$ cat config.mk
export PLATFORM = sky130hd
export DESIGN_NAME = pc_sequencer
export DESIGN_NICKNAME = d
export VERILOG_FILES = /design/src/rtl/pc_sequencer.sv
export SDC_FILE = /design/constraint.sdc
export NUM_CORES = 1
export LEC_CHECK = 0
export ABC_AREA = 1
export CORE_UTILIZATION = 44
export DETAILED_ROUTE_END_ITERATION = 7
export GPL_TIMING_DRIVEN = 0
export HOLD_SLACK_MARGIN = 0.12
export PLACE_DENSITY = 0.83
export REMOVE_ABC_BUFFERS = 1
export SETUP_SLACK_MARGIN = 0.05
export SLEW_MARGIN = 20
export SYNTH_ARGS = -nofsm -noshare
export SYNTH_HDL_FRONTEND = slang
export SYNTH_SLANG_ARGS = --single-unit
export TNS_END_PERCENT = 5
$ cat constraint.sdc
create_clock -name clk -period 1.8 [get_ports clk]
set_clock_uncertainty 0.2 [all_clocks]
set_input_delay 0.36 -clock clk [delete_from_list [all_inputs] [get_ports clk]]
set_output_delay 0.36 -clock clk [all_outputs]
set_load 0.01 [all_outputs]
$ cat src/rtl/pc_sequencer.sv
// ---------------------------------------------------------------------------
// pc_sequencer
//
// Purpose:
//   Owns the program counter and sequences instruction fetch for the core.
//   A fetch request is raised at the current PC and held until instruction
//   memory acknowledges it. The fetched word then occupies a single execute
//   slot. That slot can be stretched by stall, ended by a trap, or retired
//   normally. On normal retirement the next PC is either pc+4 or an aligned
//   branch/jump target. A misaligned redirect or a trap sends the PC to the
//   trap vector and records the offending PC in trap_epc. A halt request
//   parks the sequencer in HALTED after the current slot retires.
//
// Parameters:
//   RESET_ADDR      PC loaded on reset
//   TRAP_VEC        PC loaded on trap or misaligned redirect
//
// Ports:
//   clk             in   1   clock, rising edge
//   reset_n         in   1   asynchronous reset, active-low
//   imem_req        out  1   fetch request, held until imem_ack
//   imem_addr       out  32  fetch address (always equal to pc)
//   imem_ack        in   1   memory accepted request; data valid this cycle
//   instr_valid     out  1   fetched instruction at pc occupies execute slot
//   stall           in   1   hold current execute slot
//   redirect_valid  in   1   branch/jump taken
//   redirect_addr   in   32  branch/jump target
//   trap            in   1   exception raised by current instruction
//   halt            in   1   enter HALTED after current execute slot
//   resume          in   1   leave HALTED
//   pc              out  32  current PC
//   trap_epc        out  32  PC of last trapping instruction
//   misaligned      out  1   one-cycle pulse: redirect target not aligned
//   instret         out  32  retired-instruction counter
// ---------------------------------------------------------------------------
module pc_sequencer #(
    parameter logic [31:0] RESET_ADDR = 32'h0000_0000,
    parameter logic [31:0] TRAP_VEC   = 32'h0000_0100
) (
    input  logic        clk,
    input  logic        reset_n,
    output logic        imem_req,
    output logic [31:0] imem_addr,
    input  logic        imem_ack,
    output logic        instr_valid,
    input  logic        stall,
    input  logic        redirect_valid,
    input  logic [31:0] redirect_addr,
    input  logic        trap,
    input  logic        halt,
    input  logic        resume,
    output logic [31:0] pc,
    output logic [31:0] trap_epc,
    output logic        misaligned,
    output logic [31:0] instret
);

    typedef enum logic [1:0] {
        S_BOOT   = 2'd0,
        S_FETCH  = 2'd1,
        S_EXEC   = 2'd2,
        S_HALTED = 2'd3
    } state_t;

    state_t      state_q, state_d;
    logic [31:0] pc_q, pc_d;
    logic [31:0] trapEpc_q, trapEpc_d;
    logic [31:0] instret_q, instret_d;
    logic        misaligned_q, misaligned_d;

    logic        redirectMisaligned;
    logic [31:0] pcSeq;

    // A redirect is only meaningful when redirect_valid is high; the low two
    // target bits flag a non-word-aligned branch/jump target.
    assign redirectMisaligned = redirect_valid && (redirect_addr[1:0] != 2'b00);

    // Sequential PC; 32-bit addition wraps naturally at the top of memory.
    assign pcSeq = pc_q + 32'd4;

    // State and architectural registers. Reset is asynchronous so that an
    // in-flight fetch request is withdrawn the moment reset_n falls.
    always_ff @(posedge clk or negedge reset_n) begin
        if (!reset_n) begin
            state_q      <= S_BOOT;
            pc_q         <= RESET_ADDR;
            trapEpc_q    <= 32'd0;
            instret_q    <= 32'd0;
            misaligned_q <= 1'b0;
        end else begin
            state_q      <= state_d;
            pc_q         <= pc_d;
            trapEpc_q    <= trapEpc_d;
            instret_q    <= instret_d;
            misaligned_q <= misaligned_d;
        end
    end

    // Next-state logic. Everything holds by default; misaligned defaults low
    // so it can only ever be a single-cycle pulse. Inside EXEC the branches
    // are ordered by priority: trap, stall, misaligned redirect, retirement.
    always_comb begin
        state_d      = state_q;
        pc_d         = pc_q;
        trapEpc_d    = trapEpc_q;
        instret_d    = instret_q;
        misaligned_d = 1'b0;

        case (state_q)
            S_BOOT: begin
                state_d = S_FETCH;
            end

            S_FETCH: begin
                // Control inputs are deliberately ignored while fetching.
                if (imem_ack) begin
                    state_d = S_EXEC;
                end
            end

            S_EXEC: begin
                if (trap) begin
                    // A trap wins over stall and halt; the faulting
                    // instruction does not retire.
                    trapEpc_d = pc_q;
                    pc_d      = TRAP_VEC;
                    state_d   = S_FETCH;
                end else if (stall) begin
                    state_d = S_EXEC;
                end else if (redirectMisaligned) begin
                    // Treated like a trap on the branch itself, so halt is
                    // not honoured here either.
                    trapEpc_d    = pc_q;
                    pc_d         = TRAP_VEC;
                    misaligned_d = 1'b1;
                    state_d      = S_FETCH;
                end else begin
                    pc_d      = redirect_valid ? redirect_addr : pcSeq;
                    instret_d = instret_q + 32'd1;
                    state_d   = halt ? S_HALTED : S_FETCH;
                end
            end

            S_HALTED: begin
                // halt has priority over resume so a held halt line keeps
                // the core parked.
                if (resume && !halt) begin
                    state_d = S_FETCH;
                end
            end

            default: begin
                state_d = S_BOOT;
            end
        endcase
    end

    // Outputs are decoded from state or taken straight from registers, so
    // there is no combinational path from any input to any output.
    assign imem_req    = (state_q == S_FETCH);
    assign instr_valid = (state_q == S_EXEC);
    assign imem_addr   = pc_q;
    assign pc          = pc_q;
    assign trap_epc    = trapEpc_q;
    assign instret     = instret_q;
    assign misaligned  = misaligned_q;

endmodule

# After elaboration in Yosys (flattened, before gate mapping)
# Cells that the tools add are included.
# W data, S select, Z words.
# classes
mux,18
add_sub_neg,2
eq_ne,6
n_bitwise,3
reduce_logical,10
# ops
operator,n
$mux W32,7
$add A32 B1 Y32 const B,1
$add A32 B3 Y32 const B,1
$mux W2,6
$pmux W2 S4,1
$eq A2 B2 Y1 const B,2
$mux W1,4
$ne A2 B1 Y1 const B,2
$reduce_and A2 Y1,2
$reduce_and A4 Y1,1
$reduce_bool A2 Y1,2
$not A1 Y1,3
$reduce_and A3 Y1,1
$eq A2 B1 Y1 const B,1
$logic_and A1 B1 Y1,2
$logic_not A2 Y1,1
$ne A2 B2 Y1 const B,1
$logic_not A1 Y1,1
# totals
input_bits,40
elab_cells,44
reg_bits,99
output_inout_bits,131

# Longest topological paths before layout
# Gate-level depths: netlist of run 1.
# depth
word_depth,6
ltp_mapped,11
ltp_nobuf,11

# Least setup slack after synthesis of run 1
# No wires, ideal clock.
# synth_path
path_kind,register -> register
from,register state_q[0]
to,register pc_q[8] (netlist: imem_addr[8])
t_arrival_ns,1.501
required_time_ns,1.469
path_slack_ns,-0.031
path_stages_with_launch,10
synth_period_minus_slack_ns,1.831
path_buffers,2
path_cell_list,dfrtp_1 inv_1 ha_1 inv_2 nor3_2 nand2_4 buf_6 buf_4 a21oi_1 a22oi_1
# synth_via
elab_chain_cells,2
# synth_rtl
element,line_no,rtl
start: declaration,65,"state_t state_q, state_d;"
start signal: assignment,91,state_q <= state_d;
$eq A2 B2 Y1,--,
via instr_valid,45,"output logic instr_valid,"
$reduce_and A2 Y1 (no line),--,
end signal: assignment,92,pc_q <= pc_d;
end: declaration,66,"logic [31:0] pc_q, pc_d;"
# The timed path passes the listed nets, and every way through them passes these cells.
# A chain may end at the register's enable or synchronous reset.

# Final worst setup path of run 1
# layout_path
from,register instret_q[22] (netlist: instret[22])
to,output instret[22]
# layout_rtl
element,line_no,rtl
start: declaration,68,"logic [31:0] instret_q, instret_d;"
start signal: assignment,94,instret_q <= instret_d;
end: declaration,55,output logic [31:0] instret
# No word-level cell between the ends.

==> flow_summary.json, run 1 <==
{
  "clock-sinks": 99,
  "synth_top_area_cell": "dfrtp_1",
  "fin_nets": 1029,
  "fp.dieW_microns": 118,
  "post-synth-top-area-fraction_pct": 42.2,
  "ys_types": 34,
  "syn_inst": 828,
  "wl_microns": 18800,
  "ios": 171,
  "synthesis.area_sq_um": 5870,
  "clockRootBuffer": "clkbuf_16",
  "min_period_ns": 1.90,
  "h-tree-depth": 3,
  "rsz0062_at_grt": "yes",
  "cts_made_buffers": 9,
  "synthTopCellsByArea": "dfrtp_1 (42%), nand2_1 (19%), nor2_1 (8.6%)",
  "grt_pass1_wl_microns": 30000,
  "drt_pre_antenna_iters": 5,
  "hp-class": "in2reg",
  "synth_area_per_cell_sq_um": 7.09,
  "gr-total-overflow": 0,
  "grt_antenna_before_repair": 0,
  "vias_per_cell": 5.21,
  "max_stage_delay_ns": 0.57,
  "route.antenna.remaining_nets": 0,
  "ys_warn_count": 0,
  "leakagePower_nw": 3.95,
  "min_period_over_period_pct": 106,
  "gp_congestion": 0.895,
  "cellPowerDensity_nw_per_um2": 1100,
  "drcViolationCount": 0,
  "fmax_mhz": 526,
  "worstPathRequired_ns": 1.24,
  "setup_viol": 29,
  "diodes": 0,
  "insertion_delay_ns": 0.35,
  "die_h_microns": 118,
  "status": "finished with violations",
  "cp_top_family": "buffers and inverters",
  "synth_ff_type": "dfrtp_1",
  "cts_tree": "yes",
  "initial_core_util_pct": 45.8,
  "dp.final_hpwl_microns": 12000,
  "seqCellArea_sq_um": 2520,
  "num_rows": 41,
  "clk_pin_slew_worst_paths_ns": 0.07,
  "cp_num_buf_inv": 1,
  "multiInputGateArea_sq_um": 3170,
  "fin_ws_ns": -0.102,
  "grt_pass1_vias": 6033,
  "hold_ws_ns": 0.184,
  "drt_iter0_drc": 461,
  "slowest_stage": "clkdlybuf4s50_1",
  "peakVddDrop_uv": 569,
  "violations": "negative setup slack",
  "final_common_cell": "nand2_1",
  "critPathMaxFanout": 6,
  "io_buffer_count": 170,
  "drv_slew": 0,
  "setup_tns_ns": -0.969,
  "worstPathArrival_ns": 1.34,
  "num-fill-cells": 1153,
  "routedWlPerCell_microns": 16.2,
  "fp.coreArea_sq_um": 12800,
  "final_cell_mix": "nand2_1 (289), dlygate4sd2_1 (128), nor2_1 (103), dfrtp_1 (61), inv_1 (55)",
  "worstSetupStartpointType": "flop",
  "synth_edf_count": 0,
  "tightest_slew_ns": 0.509,
  "area_growth_pct": 39.7,
  "finalHoldViolations": 0,
  "dp_cells": 1120,
  "synth-seq-area-share_pct": 42.2,
  "crit_chain": "clkdlybuf4s50_1",
  "drive_above_1_share_pct": 15.6,
  "ys_seq_elements": 99,
  "grt_max_degree": 57,
  "ctsLongestPathBuffers": 2,
  "path_class": "reg2out",
  "grt_use_total_pct": 27.7,
  "async_flop_share_pct": 100,
  "max_cap_viol_count": 0,
  "num_vias": 6044,
  "final_cells": 1159,
  "slew_headroom_pct": 66.0,
  "crit_path_end_kind": "primary output",
  "die_area_sq_um": 13800
}
[through the flow]
step / setup slack [ns] / cell area [sq um] / power (W) / util (%)
3_3_place_gp: -3.65 / 7450 / 0.00748 / 58.1
3_5_place_dp: -1.41 / 7500 / 0.00760 / 58.5
6_report: -0.102 / 8210 / 0.00906 / 64.0
4_1_cts: -0.166 / 7970 / 0.00898 / 62.1
2_1_floorplan: -0.502 / 5530 / 0.00509 / -
5_1_grt: -0.182 / 8210 / 0.00960 / 64.0
[Yosys cell counts, drive strengths merged (2+ instances only)]
| cell | n |
|---|---|
| nand2 | 302 |
| inv | 62 |
| a22oi | 2 |
| xor2 | 12 |
| nor3 | 3 |
| buf | 44 |
| mux2 | 2 |
| nand3b | 11 |
| ha | 5 |
| o21ai | 57 |
| dfrtp | 99 |
| a21oi | 11 |
| clkbuf | 8 |
| xnor2 | 7 |
| nand4 | 4 |
| nor2 | 146 |
| nand3 | 42 |
| o22ai | 7 |
[per-layer routing]
metal / vias to the layer above / wire length, microns / track usage [%]
met5: - / 0 / 0
met4: 0 / 728 / 16.2
met3: 55 / 1510 / 6.93
met2: 294 / 8840 / 45.2
met1: 2807 / 7670 / 33.0
li1: 2888 / - / -
[state kept, by name, summed over array words and instances, names as in the netlist]
register and count:
state_q 2, instret 32, imem_addr 32, trap_epc 32
misaligned 1
[cell type report]
cell class	count	area share [%]
Clock buffer	14	2.97
Inverter	63	3.32
Tap cell	172	2.62
Multi-Input combinational cell	621	38.7
Sequential cell	99	30.8
Timing Repair Buffer	190	21.6
[report_power, final]
group / switching [W] / leakage, nW / internal (W)
registers: 0.000840 / 1.28 / 0.00293
logic: 0.00192 / 2.56 / 0.00162
clock network: 0.000823 / 0.117 / 0.000927
[cell families after synthesis]
kind of cell	synth area share, %
XOR/XNOR	2.83
buffers and inverters	9.93
adder cells (fa/ha/maj)	1.06
AO/OA/AOI/OAI	7.20
flip-flops	42.2
multiplexers	0.383
AND/OR/NAND/NOR	36.4
[repair_timing]
action,in CTS,in global routing
pin swaps,15,8
endpoints found under the setup margin,228,96
endpoints found under the hold margin,43,0
buffers inserted,13,4
gates resized for setup,207,59
hold buffers,1,0
gates cloned,5,2
[path summary, 6_finish.rpt]
path                                               start                       end  slack, ns  depth (start not counted)
min in group asynchronous                        reset_n  trap_epc[28]$_DFFE_PN0P_       0.32                          2
worst max register to register    state_q[0]$_DFFE_PN0P_   instret[18]$_DFFE_PN0P_      -0.08                         12
worst max-delay path             instret[22]$_DFFE_PN0P_               instret[22]      -0.10                          1
worst min-delay path                                trap      misaligned$_DFF_PN0_       0.18                          2
max in group asynchronous                        reset_n  imem_addr[9]$_DFFE_PN0P_       0.44                          3
worst min register to register  trap_epc[21]$_DFFE_PN0P_  trap_epc[21]$_DFFE_PN0P_       0.28                          2
(Power assumes the default switching activity.)
==> run 2, diff against run 1 <==
--- a/config.mk
+++ b/config.mk
@@ -7,6 +7,7 @@
 export LEC_CHECK = 0
 export ABC_AREA = 1
 export CORE_UTILIZATION = 44
+export CTS_CLUSTER_DIAMETER = 120
 export DETAILED_ROUTE_END_ITERATION = 7
 export GPL_TIMING_DRIVEN = 0
 export HOLD_SLACK_MARGIN = 0.12
==> results of run 2 <==
Same layout as run 1: the final DEF is identical, and so are final timing and power.
==> run 3, diff against run 2 <==
--- a/config.mk
+++ b/config.mk
@@ -12,7 +12,6 @@
 export GPL_TIMING_DRIVEN = 0
 export HOLD_SLACK_MARGIN = 0.12
 export PLACE_DENSITY = 0.83
-export REMOVE_ABC_BUFFERS = 1
 export SETUP_SLACK_MARGIN = 0.05
 export SLEW_MARGIN = 20
 export SYNTH_ARGS = -nofsm -noshare
==> run 3 against run 2 <==
Compared with the run above:
- the run still ends with negative setup slack left
- via count up 1.9%
- sequential share of layout area fell by 1.8 points
- clock power increased by 17%
- die area did not move
- final area grew 6.2%
- register-to-register slack better by 0.05 ns
- cell count increased by 6.5%
- sequential power fell by 8.0%
- flip-flop and latch count unchanged
- fmax increased by 3.8%
- hold slack improved by 0.049 ns
- critical endpoint is now instret[18]$_DFFE_PN0P_
==> flow_summary.json, run 3 (synthesis gave the netlist of run 1 again) <==
{
  "dp.final_hpwl_microns": 13700,
  "path_class": "reg2reg",
  "min_period_ns": 1.83,
  "multiInputGateArea_sq_um": 3080,
  "finalHoldViolations": 0,
  "rr_endpoint": "instret[18]$_DFFE_PN0P_",
  "gr-total-overflow": 0,
  "clk_pin_slew_worst_paths_ns": 0.07,
  "setup_viol": 6,
  "grt_pass1_wl_microns": 30700,
  "min_to": "misaligned$_DFF_PN0_",
  "io_buffer_count": 170,
  "num_rows": 41,
  "wl_microns": 18900,
  "slowest_stage": "dfrtp_1",
  "drcViolationCount": 0,
  "violations": "negative setup slack",
  "grtUsageMet1_pct": 33.0,
  "die_area_sq_um": 13800,
  "cts_tree": "yes",
  "drt_iter0_drc": 450,
  "worstPathArrival_ns": 1.88,
  "crit_chain": "inv_2 > ha_4 > inv_4 > nor3_4 > nand2_4 > nor2_4 > nand2_2 > nor2_4 > nand2_1 > nand2_1 > nand2_1",
  "grt_antenna_before_repair": 0,
  "hp-class": "in2reg",
  "grt_use_total_pct": 28.0,
  "fmax_mhz": 546,
  "fin_ws_ns": -0.0329,
  "seqCellArea_sq_um": 2520,
  "initial_core_util_pct": 45.8,
  "vias_per_cell": 4.99,
  "busiest_layer": "met2",
  "h-tree-depth": 3,
  "route.antenna.remaining_nets": 0,
  "cellPowerDensity_nw_per_um2": 1190,
  "min_path_cells": 2,
  "peakVddDrop_uv": 564,
  "worstPathRequired_ns": 1.85,
  "r2r_slack_ns": -0.03,
  "worstSetupStartpointType": "flop",
  "fin_nets": 1102,
  "fp.coreArea_sq_um": 12800,
  "status": "finished with violations",
  "diodes": 0,
  "drive_above_1_share_pct": 26.1,
  "crit_path_end_kind": "flop",
  "ios": 171,
  "num_vias": 6161,
  "path_common_cell": "nand2_1",
  "r2r_start": "state_q[0]$_DFFE_PN0P_",
  "area_growth_pct": 48.3,
  "grt_use_met3_pct": 6.54,
  "setup_tns_ns": -0.0632,
  "leakagePower_nw": 4.31,
  "die_h_microns": 118,
  "rsz0062_at_grt": "yes",
  "grt_pass1_vias": 6097,
  "cp_top_family": "simple AND/OR/NAND/NOR gates",
  "num-fill-cells": 1099,
  "max_stage_delay_ns": 0.39,
  "syn_nets": 873,
  "drt_pre_antenna_iters": 5,
  "slew_headroom_pct": 74.4,
  "min_period_over_period_pct": 102,
  "final_cell_mix": "nand2_1 (287), buf_4 (106), dlygate4sd2_1 (97), nor2_1 (96), dfrtp_1 (61)",
  "grtUsageMet2_pct": 48.4,
  "insertion_delay_ns": 0.36,
  "crit_cells": 11,
  "hold_start": "trap",
  "max_cap_viol_count": 0,
  "cp_num_buf_inv": 2,
  "gp_congestion": 0.941,
  "clock-sinks": 99,
  "rr_worst_depth": 11,
  "critPathMaxFanout": 5,
  "clockRootBuffer": "clkbuf_16",
  "final_common_cell": "nand2_1",
  "tightest_slew_ns": 0.385,
  "grt_max_degree": 73,
  "ctsLongestPathBuffers": 2,
  "cts_made_buffers": 9,
  "drv_slew": 0,
  "fin_util_pct": 68.0,
  "routedWlPerCell_microns": 15.3,
  "fp.dieW_microns": 118
}
-- run 3: final cells by class --
| class | instances | area share, % |
|---|---|---|
| Multi-Input combinational cell | 614 | 35.3 |
| Sequential cell | 99 | 29.0 |
| Timing Repair Buffer | 218 | 22.0 |
| Buffer | 52 | 4.81 |
| Clock buffer | 12 | 3.06 |
| Inverter | 63 | 2.79 |
| Tap cell | 172 | 2.47 |
| Clock inverter | 4 | 0.546 |
-- run 3: timing repair --
action                                  CTS  global route
hold buffers                              1             1
setup buffers                            35             9
gates resized for setup                 234            69
cloned                                    1             0
endpoints found under the setup margin  217            99
hold endpoints to repair                 99             1
pin swaps                                 5            14
-- run 3: worst max-delay path by stage --
| stage | start | endpoint |
|---|---|---|
| CTS | imem_addr[2]$_DFFE_PN0P_ | imem_addr[31]$_DFFE_PN0P_ |
| global route | state_q[0]$_DFFE_PN0P_ | imem_addr[13]$_DFFE_PN0P_ |
| detailed placement | trap | trap_epc[31]$_DFFE_PN0P_ |
| finish | state_q[0]$_DFFE_PN0P_ | instret[18]$_DFFE_PN0P_ |
| floorplan | state_q[0]$_DFFE_PN0P_ | imem_addr[8]$_DFFE_PN0P_ |
| global placement | reset_n | instret[17]$_DFFE_PN0P_ |
-- run 3: power breakdown --
| part | internal [W] | leakage (nW) | switching, W |
|---|---|---|---|
| sequential | 0.00293 | 1.28 | 0.000547 |
| combinational | 0.00242 | 2.88 | 0.00239 |
| clock | 0.00119 | 0.155 | 0.000861 |
| total | 0.00653 | 4.31 | 0.00380 |
-- run 3: metrics by stage --
step                      total power [W]  hold WS (ns)  setup slack [ns]  instances  area (sq um)
final                              0.0103         0.233           -0.0329       1234          8710
after global routing               0.0110         0.242            -0.120       1234          8710
after CTS                          0.0101         0.221           -0.0327       1224          8480
after detailed placement          0.00808        0.0416            -0.583       1171          7840
after global placement            0.00797         0.264             -3.53       1170          7810
after floorplan                   0.00552        -0.136            0.0604        828          5890
-- run 3: routing by layer --
metal / routed length (microns) / vias to the layer above
li1: - / 3035
met1: 7560 / 2858
met2: 9490 / 234
met4: 506 / 0
met3: 1330 / 34
met5: 0 / -
